$ cat config.mk
export PLATFORM = sky130hd
export DESIGN_NAME = id_ex_stage
export DESIGN_NICKNAME = d
export VERILOG_FILES = /design/src/rtl/id_ex_stage_pkg.sv /design/src/rtl/id_ex_stage_alu_control.sv /design/src/rtl/id_ex_stage.sv
export SDC_FILE = /design/constraint.sdc
export NUM_CORES = 1
export LEC_CHECK = 0
export ABC_AREA = 1
export CORE_ASPECT_RATIO = 1.5
export CORE_UTILIZATION = 25
export CTS_CLUSTER_SIZE = 24
export DETAILED_ROUTE_END_ITERATION = 8
export SLEW_MARGIN = 10
export SYNTH_ARGS = -nofsm -noshare
export SYNTH_HDL_FRONTEND = slang
export SYNTH_SLANG_ARGS = --single-unit
$ cat constraint.sdc
create_clock -name clk -period 1.4 [get_ports clk]
set_input_delay 0.14 -clock clk [delete_from_list [all_inputs] [get_ports clk]]
set_output_delay 0.14 -clock clk [all_outputs]
set_load 0.02 [all_outputs]
$ cat src/rtl/id_ex_stage_pkg.sv
// id_ex_stage_pkg: shared encodings for the ID/EX pipeline stage and the ALU.
//   - ALUOp encodings produced by the main decoder
//   - R-type funct codes understood by the ALU
//   - 4-bit ALU Control codes
//   - bit positions inside the 4-bit ctrl bundle {RegWrite, MemRead, MemWrite, MemtoReg}
//   - operand forwarding select helper
package id_ex_stage_pkg;

  typedef enum logic [1:0] {
    ALUOP_ADD   = 2'b00,
    ALUOP_SUB   = 2'b01,
    ALUOP_RTYPE = 2'b10,
    ALUOP_OR    = 2'b11
  } aluop_e;

  localparam logic [5:0] FUNCT_ADD = 6'b100000;
  localparam logic [5:0] FUNCT_SUB = 6'b100010;
  localparam logic [5:0] FUNCT_AND = 6'b100100;
  localparam logic [5:0] FUNCT_OR  = 6'b100101;
  localparam logic [5:0] FUNCT_SLT = 6'b101010;

  typedef enum logic [3:0] {
    ALU_AND = 4'b0000,
    ALU_OR  = 4'b0001,
    ALU_ADD = 4'b0010,
    ALU_SUB = 4'b0110,
    ALU_SLT = 4'b0111,
    ALU_BAD = 4'b1111
  } alu_ctrl_e;

  localparam int unsigned CTRL_REGWRITE = 3;
  localparam int unsigned CTRL_MEMREAD  = 2;
  localparam int unsigned CTRL_MEMWRITE = 1;
  localparam int unsigned CTRL_MEMTOREG = 0;

  // Forwarding select for one source register: EX/MEM result beats MEM/WB
  // data, and register 0 is never forwarded.
  function automatic logic [31:0] fwd_select(
    input logic [4:0]  r,
    input logic [31:0] regval,
    input logic        mem_we,
    input logic [4:0]  mem_rd,
    input logic [31:0] mem_val,
    input logic        wb_we,
    input logic [4:0]  wb_rd,
    input logic [31:0] wb_val
  );
    logic [31:0] v;
    v = regval;
    if (r != '0) begin
      if (mem_we && (mem_rd == r))
        v = mem_val;
      else if (wb_we && (wb_rd == r))
        v = wb_val;
    end
    return v;
  endfunction

endpackage

$ cat src/rtl/id_ex_stage_alu_control.sv
// alu_control: combinational ALU-control decode.
//   ALUOp   in  2  operation class from the main decoder
//   funct   in  6  R-type function field (used only when ALUOp = R-type)
//   Control out 4  ALU operation code; unknown R-type funct gives 1111
module alu_control
  import id_ex_stage_pkg::*;
(
  input  logic [1:0] ALUOp,
  input  logic [5:0] funct,
  output logic [3:0] Control
);

  always_comb begin
    Control = ALU_BAD;
    case (ALUOp)
      ALUOP_ADD: Control = ALU_ADD;
      ALUOP_SUB: Control = ALU_SUB;
      ALUOP_OR:  Control = ALU_OR;
      ALUOP_RTYPE: begin
        case (funct)
          FUNCT_ADD: Control = ALU_ADD;
          FUNCT_SUB: Control = ALU_SUB;
          FUNCT_AND: Control = ALU_AND;
          FUNCT_OR:  Control = ALU_OR;
          FUNCT_SLT: Control = ALU_SLT;
          default:   Control = ALU_BAD;
        endcase
      end
      default: Control = ALU_BAD;
    endcase
  end

endmodule

$ cat src/rtl/id_ex_stage.sv
// id_ex_stage: ID/EX pipeline register with operand forwarding and
// load-use hazard detection.
//   clk, reset          clock; synchronous active-high reset
//   stall, flush        hold the stage / load a bubble
//   id_*                decode-stage instruction fields
//   mem_*, wb_*         EX/MEM and MEM/WB forwarding sources
//   in1, in2            forwarded ALU operands (in2 = imm when ALUSrc)
//   Control             registered ALU operation code
//   ex_store_data       forwarded rt value for stores
//   ex_dest, ex_ctrl,
//   ex_valid            registered destination, control bundle and valid
//   hazard              combinational load-use stall request
module id_ex_stage
  import id_ex_stage_pkg::*;
(
  input  logic        clk,
  input  logic        reset,
  input  logic        stall,
  input  logic        flush,
  input  logic        id_valid,
  input  logic [31:0] id_rs_data,
  input  logic [31:0] id_rt_data,
  input  logic [31:0] id_imm,
  input  logic [4:0]  id_rs,
  input  logic [4:0]  id_rt,
  input  logic [4:0]  id_rd,
  input  logic [3:0]  id_ctrl,
  input  logic        id_ALUSrc,
  input  logic        id_RegDst,
  input  logic [1:0]  id_ALUOp,
  input  logic [5:0]  id_funct,
  input  logic        mem_RegWrite,
  input  logic [4:0]  mem_rd,
  input  logic [31:0] mem_Result,
  input  logic        wb_RegWrite,
  input  logic [4:0]  wb_rd,
  input  logic [31:0] wb_data,
  output logic [31:0] in1,
  output logic [31:0] in2,
  output logic [3:0]  Control,
  output logic [31:0] ex_store_data,
  output logic [4:0]  ex_dest,
  output logic [3:0]  ex_ctrl,
  output logic        ex_valid,
  output logic        hazard
);

  logic [3:0]  id_control;
  logic [31:0] ex_rs_data;
  logic [31:0] ex_rt_data;
  logic [31:0] ex_imm;
  logic [4:0]  ex_rs;
  logic [4:0]  ex_rt;
  logic        ex_alusrc;
  logic [31:0] fwd_rs;
  logic [31:0] fwd_rt;

  // ALU control is decoded in ID so only the 4-bit code is pipelined.
  alu_control u_alu_control (
    .ALUOp   (id_ALUOp),
    .funct   (id_funct),
    .Control (id_control)
  );

  // A load in EX whose destination is read by the instruction in ID cannot
  // be forwarded in time; request a stall and insert a bubble here.
  always_comb begin
    hazard = 1'b0;
    if (ex_valid && ex_ctrl[CTRL_MEMREAD] && (ex_dest != '0) &&
        ((ex_dest == id_rs) || (ex_dest == id_rt)))
      hazard = 1'b1;
  end

  always_ff @(posedge clk) begin
    if (reset || flush) begin
      ex_valid   <= 1'b0;
      ex_ctrl    <= '0;
      ex_dest    <= '0;
      ex_rs      <= '0;
      ex_rt      <= '0;
      ex_rs_data <= '0;
      ex_rt_data <= '0;
      ex_imm     <= '0;
      ex_alusrc  <= 1'b0;
      Control    <= ALU_AND;
    end else if (stall) begin
      // hold every field
    end else if (hazard) begin
      ex_valid   <= 1'b0;
      ex_ctrl    <= '0;
      ex_dest    <= '0;
      ex_rs      <= '0;
      ex_rt      <= '0;
      ex_rs_data <= '0;
      ex_rt_data <= '0;
      ex_imm     <= '0;
      ex_alusrc  <= 1'b0;
      Control    <= ALU_AND;
    end else begin
      ex_valid   <= id_valid;
      ex_ctrl    <= id_ctrl;
      ex_dest    <= id_RegDst ? id_rd : id_rt;
      ex_rs      <= id_rs;
      ex_rt      <= id_rt;
      ex_rs_data <= id_rs_data;
      ex_rt_data <= id_rt_data;
      ex_imm     <= id_imm;
      ex_alusrc  <= id_ALUSrc;
      Control    <= id_control;
    end
  end

  always_comb begin
    fwd_rs = fwd_select(ex_rs, ex_rs_data, mem_RegWrite, mem_rd, mem_Result,
                        wb_RegWrite, wb_rd, wb_data);
    fwd_rt = fwd_select(ex_rt, ex_rt_data, mem_RegWrite, mem_rd, mem_Result,
                        wb_RegWrite, wb_rd, wb_data);
  end

  assign in1           = fwd_rs;
  assign in2           = ex_alusrc ? ex_imm : fwd_rt;
  assign ex_store_data = fwd_rt;

endmodule

After elaboration in Yosys (flattened, before gate mapping):

Cells that the tools add are included.

* multiply operators: 0
* div/mod/pow operators: 0
* shift-type cells: 0
* reductions and logical operators: 13
* muxes and demuxes: 21
* add/subtract/negate cells: 0
* $lt $le $gt $ge: 0
* bitwise gates (word level): 0
* equality and inequality tests: 14

Operators by type and width (number)
* 2-to-1 mux 32 bit: 10
* equality test 5 bit: 6
* equality test 6 bit, second input constant: 5
* 2-to-1 mux 5 bit: 4
* one-hot mux 4 bit (5 select lines): 1
* one-hot mux 4 bit (4 select lines): 1
* nonzero test 5 bit: 3
* 2-to-1 mux 4 bit: 2
* logical AND 1 bit: 7
* equality test 2 bit, second input constant: 2
* 2-to-1 mux 1 bit: 3
* equality test 2 x 1 -> 1 bit, second input constant: 1
* zero test 2 bit: 1
* logical OR 1 bit: 2

* memory bits (writable): 0
* output and inout port bits: 111
* input bits: 206
* flip-flop bits (word level): 121
* memories kept: 0
* word-level logic and storage cells: 58
* bits in read-only memories: 0
* latch bits: 0

Logic depth before layout (Yosys ltp):

Gate-level depths: netlist of run 1.

* depth in word-level cells: 6
* mapped depth: 12
* gate-level depth less buffers: 10

Cells and area by module:

A second synthesis of run 1 with hierarchy kept.

* cell total of the unflattened synthesis: 1400
* area total of the unflattened synthesis: 8295.5 um^2

By module, submodules not included
* id_ex_stage: times used 1, cells an instance 1366, seq. area each 2422.3 um^2, area each 8137.8 um^2
* alu_control: times used 1, cells an instance 34, seq. area each 0.0 um^2, area each 157.7 um^2

Worst setup path after synthesis of run 1:

No wires, ideal clock.

* kind: register to output
* start point: reg ex_rs[3]
* end point: out in1[0]
* data required time: 1260 ps
* buffers on the path: 1
* data arrival time: 1535 ps
* path slack: -275 ps
* cell stages (with the launch flop): 8
* path through: dfxtp_1 or2_1 a21oi_4 nand3_4 a21oi_4 buf_6 nor2_1 nor2_1

* longest elaborated chain between the ends: 5
* elaborated cells between the ends (all ways): 8
* those cells by class: eq/ne: 2; mux: 3; reduce/logical: 3

RTL lines
* start, declared: RTL line id_ex_stage.sv:52 `logic [4:0] ex_rs;`
* start signal, assigned: RTL line id_ex_stage.sv:103 `ex_rs <= id_rs;`
* equality test 5 bit: RTL line id_ex_stage_pkg.sv:53 `else if (wb_we && (wb_rd == r))`
* logical AND 1 bit: RTL line id_ex_stage_pkg.sv:53
* 2-to-1 mux 32 bit: RTL line id_ex_stage_pkg.sv:53
* 2-to-1 mux 32 bit: RTL line id_ex_stage_pkg.sv:51 `if (mem_we && (mem_rd == r))`
* 2-to-1 mux 32 bit *: RTL line id_ex_stage_pkg.sv:50 `if (r != '0) begin`
* end, declared: RTL line id_ex_stage.sv:38 `output logic [31:0] in1,`

Every way passes the cells marked *; elsewhere a longest branch is shown, timed or not.

Worst setup path after layout of run 1:

* start point: reg ex_rs[4]
* end point: out in1[16]

Same word-level chain as after synthesis.

==> impl_results.md, run 1 <==
- Outcome: finished with violations
- Failing checks: setup timing
- Share of cells above drive strength 1: between 50% and 60%
- CTS tree: built
- # setup viols final: between 200 and 250
- Yosys top cell area share: 32.0%
- Max Clock Freq: 404 MHz
- Multiplexer area fraction after synthesis: less than 1%
- Largest net degree at the start of global routing: 63
- CP startpoint: ex_rs[4]
- Crit path kind: flip-flop to output port
- Worst vdd ir: 0.000884 V
- Post-layout minimum cycle time: between 2000 and 2500 ps
- Xor/xnor share of the synthesized area: 0.925%
- EDFF count, synth: 0
- Avg Cell Area, Syn: 5.89 um2
- Post-Syn Nets: 1492
- Area Overhead vs Synth: 124%
- Detailed Route WL: 43.4 mm
- Die Span Y: 215 um
- Largest family of logic cells by synthesized area: simple AND/OR/NAND/NOR gates
- Top cell types by occurrence after synthesis: 296 x nand2_1, 250 x nor2_1, 166 x nand3_1
- Post-synth ARST share: 0%
- Simple-gate area share of the yosys netlist: 42.2%
- Yosys top cell by area: dfxtp_1
- Maxcap violations: 0
- Post-synthesis adder-cell area fraction: 0%
- Final setup margin: -1070 ps
- DRC violation count after routing: 0
- Hold Startpoint: stall
- Worst-path clk slew: about 60 ps
- Num rows: just under 80
- Die X: ~140 um
- TritonCTS buffer count: 17
- Critical path peak fanout: 6
- Non-Filler Instances: 2143
- Die ar.: 31000 um2
- Post-synthesis sequential area ratio: between 30% and 40%
- Clk_skew: between 9 and 10 ps
- Clk buf depth: 2
- Slew @ Worst Pin: 585 ps
- Synth Cell Area: 7570 um2
- Complex-gate fraction of the synthesized area: ~14%
- Synth Instances: 1286
- Starting Density: around 26%
- Most frequent cell after synthesis: nand2_1
- Main synth FF type: dfxtp_1
- Placed cell count: 2007
- Htree depth: 4
- Slew headroom: 61.0%
- Fin nets: slightly below 2000
- Dpl hpwl: between 20 and 30 mm
- Unrepaired setup endpoints after global routing: yes
- Number of global-route vias before repair: 9839
- IO Port Bufs: roughly 320
- Fin crit share: 177%
- FF+latch count, synth: 121
- Core box area: roughly 30000 um2
- Worst skew pair latency: 430 ps
- CP arrival: 2330 ps
- Fillcell total: about 2600
- Power per cell area: 669 nW/um2
- First-pass detailed-route iteration total: 5
- Post-DR vias/cell: 4.98
- DR WL/cell: 20.3 um
- Leakage: 6.90 nW
- Initial antenna violation count: 11
- Final Wtd Congestion: 0.870
- Reg2reg start: ex_dest[1]
- Clock Tree Root: clkbuf_16
- Total number of vias: 10700
- Synth unique cells: 29
- CP Launch Type: flip-flop
- Final slew viol count: 0
- Initial DRC Count: 613
- CTS Sinks: 121
- Post-Place Worst Slack: -1270 ps
- Final hold violations: 0
- First-pass GRT wire length: 55.0 mm
- Antenna Nets Post-Route: 0
- Synth area leaders: dfxtp_1 32%, nand2_1 15%, nor2_1 12%
- GRT overflow: 0
- Num ports: 317
- Yosys warns: 0
- Critical path required time: 1260 ps
- Tot GR Track Use: 23.9%
- Hold crit path type: input port to flip-flop
- Worst setup EP type: output port
-- critical path, stage by stage (launching register included) --
cell and delay, ps:
dfxtp_4 370, inv_4 60, o22ai_2 60, nor2_1 130, nand3_2 150, buf_12 180, buf_4 140, o21ai_0 300
nor2_2 110, buf_6 140, nor2_2 130, buf_6 130
-- cells in the final DEF, fill, tap and decap left out, types with 3 or more instances in the layout --
| master | Yosys | final |
|---|---|---|
| nand2_1 | 296 | 219 |
| o21ai_1 | 17 | 12 |
| buf_12 | 0 | 41 |
| diode_2 | 0 | 11 |
| clkinvlp_4 | 0 | 5 |
| nand3_4 | 1 | 63 |
| nand4_1 | 3 | 3 |
| clkbuf_16 | 0 | 35 |
| nor2_4 | 0 | 62 |
| buf_8 | 0 | 16 |
| a21oi_2 | 0 | 99 |
| clkdlybuf4s50_1 | 0 | 210 |
| clkdlybuf4s15_1 | 0 | 3 |
| dlygate4sd2_1 | 0 | 5 |
| a21oi_1 | 123 | 24 |
| buf_16 | 0 | 7 |
| inv_2 | 5 | 7 |
| bufinv_16 | 0 | 3 |
| dfxtp_2 | 0 | 10 |
| dfxtp_1 | 121 | 105 |
| nand3_1 | 166 | 31 |
| nor2_1 | 250 | 112 |
| o21ai_0 | 58 | 22 |
| inv_1 | 95 | 87 |
| xor2_1 | 6 | 5 |
| nor2_2 | 0 | 76 |
| o21ai_2 | 0 | 37 |
| nand2_4 | 0 | 7 |
| nand2_2 | 1 | 71 |
| buf_6 | 3 | 129 |
| dfxtp_4 | 0 | 6 |
| buf_4 | 12 | 80 |
| and2_4 | 0 | 30 |
| nand3_2 | 2 | 75 |
| o21ai_4 | 0 | 4 |
| inv_4 | 0 | 8 |
-- registers in the layout, indices dropped and copies added (netlist names) --
register / count
ex_imm: 32
ex_rs_data: 32
ex_rt_data: 32
ex_dest: 5
ex_rs: 5
ex_rt: 5
Control: 4
ex_ctrl: 4
ex_alusrc: 1
ex_valid: 1
-- power breakdown --
part	leakage, nW	internal [mW]	switching, mW	total (mW)
Combinational	5.62	1.53	1.57	3.10
Clock	0.285	2.85	1.78	4.63
Sequential	0.995	3.55	0.0772	3.63
-- final timing paths --
| check | slack [ps] | endpoint | depth (start not counted) |
|---|---|---|---|
| worst max-delay path | -1070 | in1[16] | 11 |
| worst min-delay path | 250 | ex_rs_data[0] | 4 |
| worst max register to register | -330 | ex_imm[10] | 13 |
| worst min register to register | 470 | ex_imm[15] | 2 |
-- through the flow --
| step | power (mW) | utilization (%) | hold WS [ps] | area (um2) | setup TNS (ps) |
|---|---|---|---|---|---|
| final | 11.4 | 57.2 | 249 | 17000 | -119200 |
| after global routing | 11.8 | 57.2 | 277 | 17000 | -139630 |
| after CTS | 10.8 | 46.2 | 255 | 13700 | -105850 |
| after detailed placement | 6.07 | 40.9 | 456 | 12100 | -156610 |
| after global placement | 6.06 | 40.9 | 449 | 12100 | -154080 |
| after floorplan | 4.72 | - | 293 | 7900 | -6120 |
-- cell type report --
| type | instances | area, um2 | share of cell area (%) |
|---|---|---|---|
| clock buffers | 18 | 439 | 2.59 |
| clock inverters | 14 | 171 | 1.01 |
| inverters | 100 | 390 | 2.30 |
| diodes | 11 | 27.5 | 0.162 |
| multi-input cells | 972 | 7030 | 41.4 |
| repair buffers | 512 | 5980 | 35.2 |
| flip-flops and latches | 121 | 2460 | 14.5 |
| well taps | 395 | 494 | 2.91 |
-- metal layers --
metal | vias up | track usage [%] | share of wire, %
met5 | - | 0 | 0
met4 | 0 | 16.2 | 6.5
met3 | 141 | 5.24 | 6.3
met2 | 463 | 42.8 | 53
met1 | 5048 | 24.3 | 35
li1 | 5019 | - | -
-- cells by family after synthesis --
group | after synthesis
flip-flops | 121
multiplexers | 2
XOR/XNOR | 8
AND/OR/NAND/NOR | 758
AO/OA/AOI/OAI | 204
buffers and inverters | 193
-- what timing repair did --
action,in CTS,in global routing
gates resized for setup,600,649
pin swaps,54,137
cloned,8,25
buffers inserted,27,37
hold buffers,0,0
endpoints found under the setup margin,216,227
Note: power is estimated with default switching activity, not from simulation.
==> inputs of run 2 (changes only) <==
--- a/config.mk
+++ b/config.mk
@@ -6,6 +6,8 @@
 export NUM_CORES = 1
 export LEC_CHECK = 0
 export ABC_AREA = 1
+export ABC_CLOCK_PERIOD_IN_PS = 1400
+export CAP_MARGIN = 15
 export CORE_ASPECT_RATIO = 1.5
 export CORE_UTILIZATION = 25
 export CTS_CLUSTER_SIZE = 24
==> results of run 2 <==
The final DEF is identical to that of run 1; final timing and power are the same.
==> inputs of run 3 (changes only) <==
--- a/config.mk
+++ b/config.mk
@@ -12,6 +12,7 @@
 export CORE_UTILIZATION = 25
 export CTS_CLUSTER_SIZE = 24
 export DETAILED_ROUTE_END_ITERATION = 8
+export RECOVER_POWER = 25
 export SLEW_MARGIN = 10
 export SYNTH_ARGS = -nofsm -noshare
 export SYNTH_HDL_FRONTEND = slang
==> results of run 3 <==
The final DEF is identical to that of run 1; final timing and power are the same.
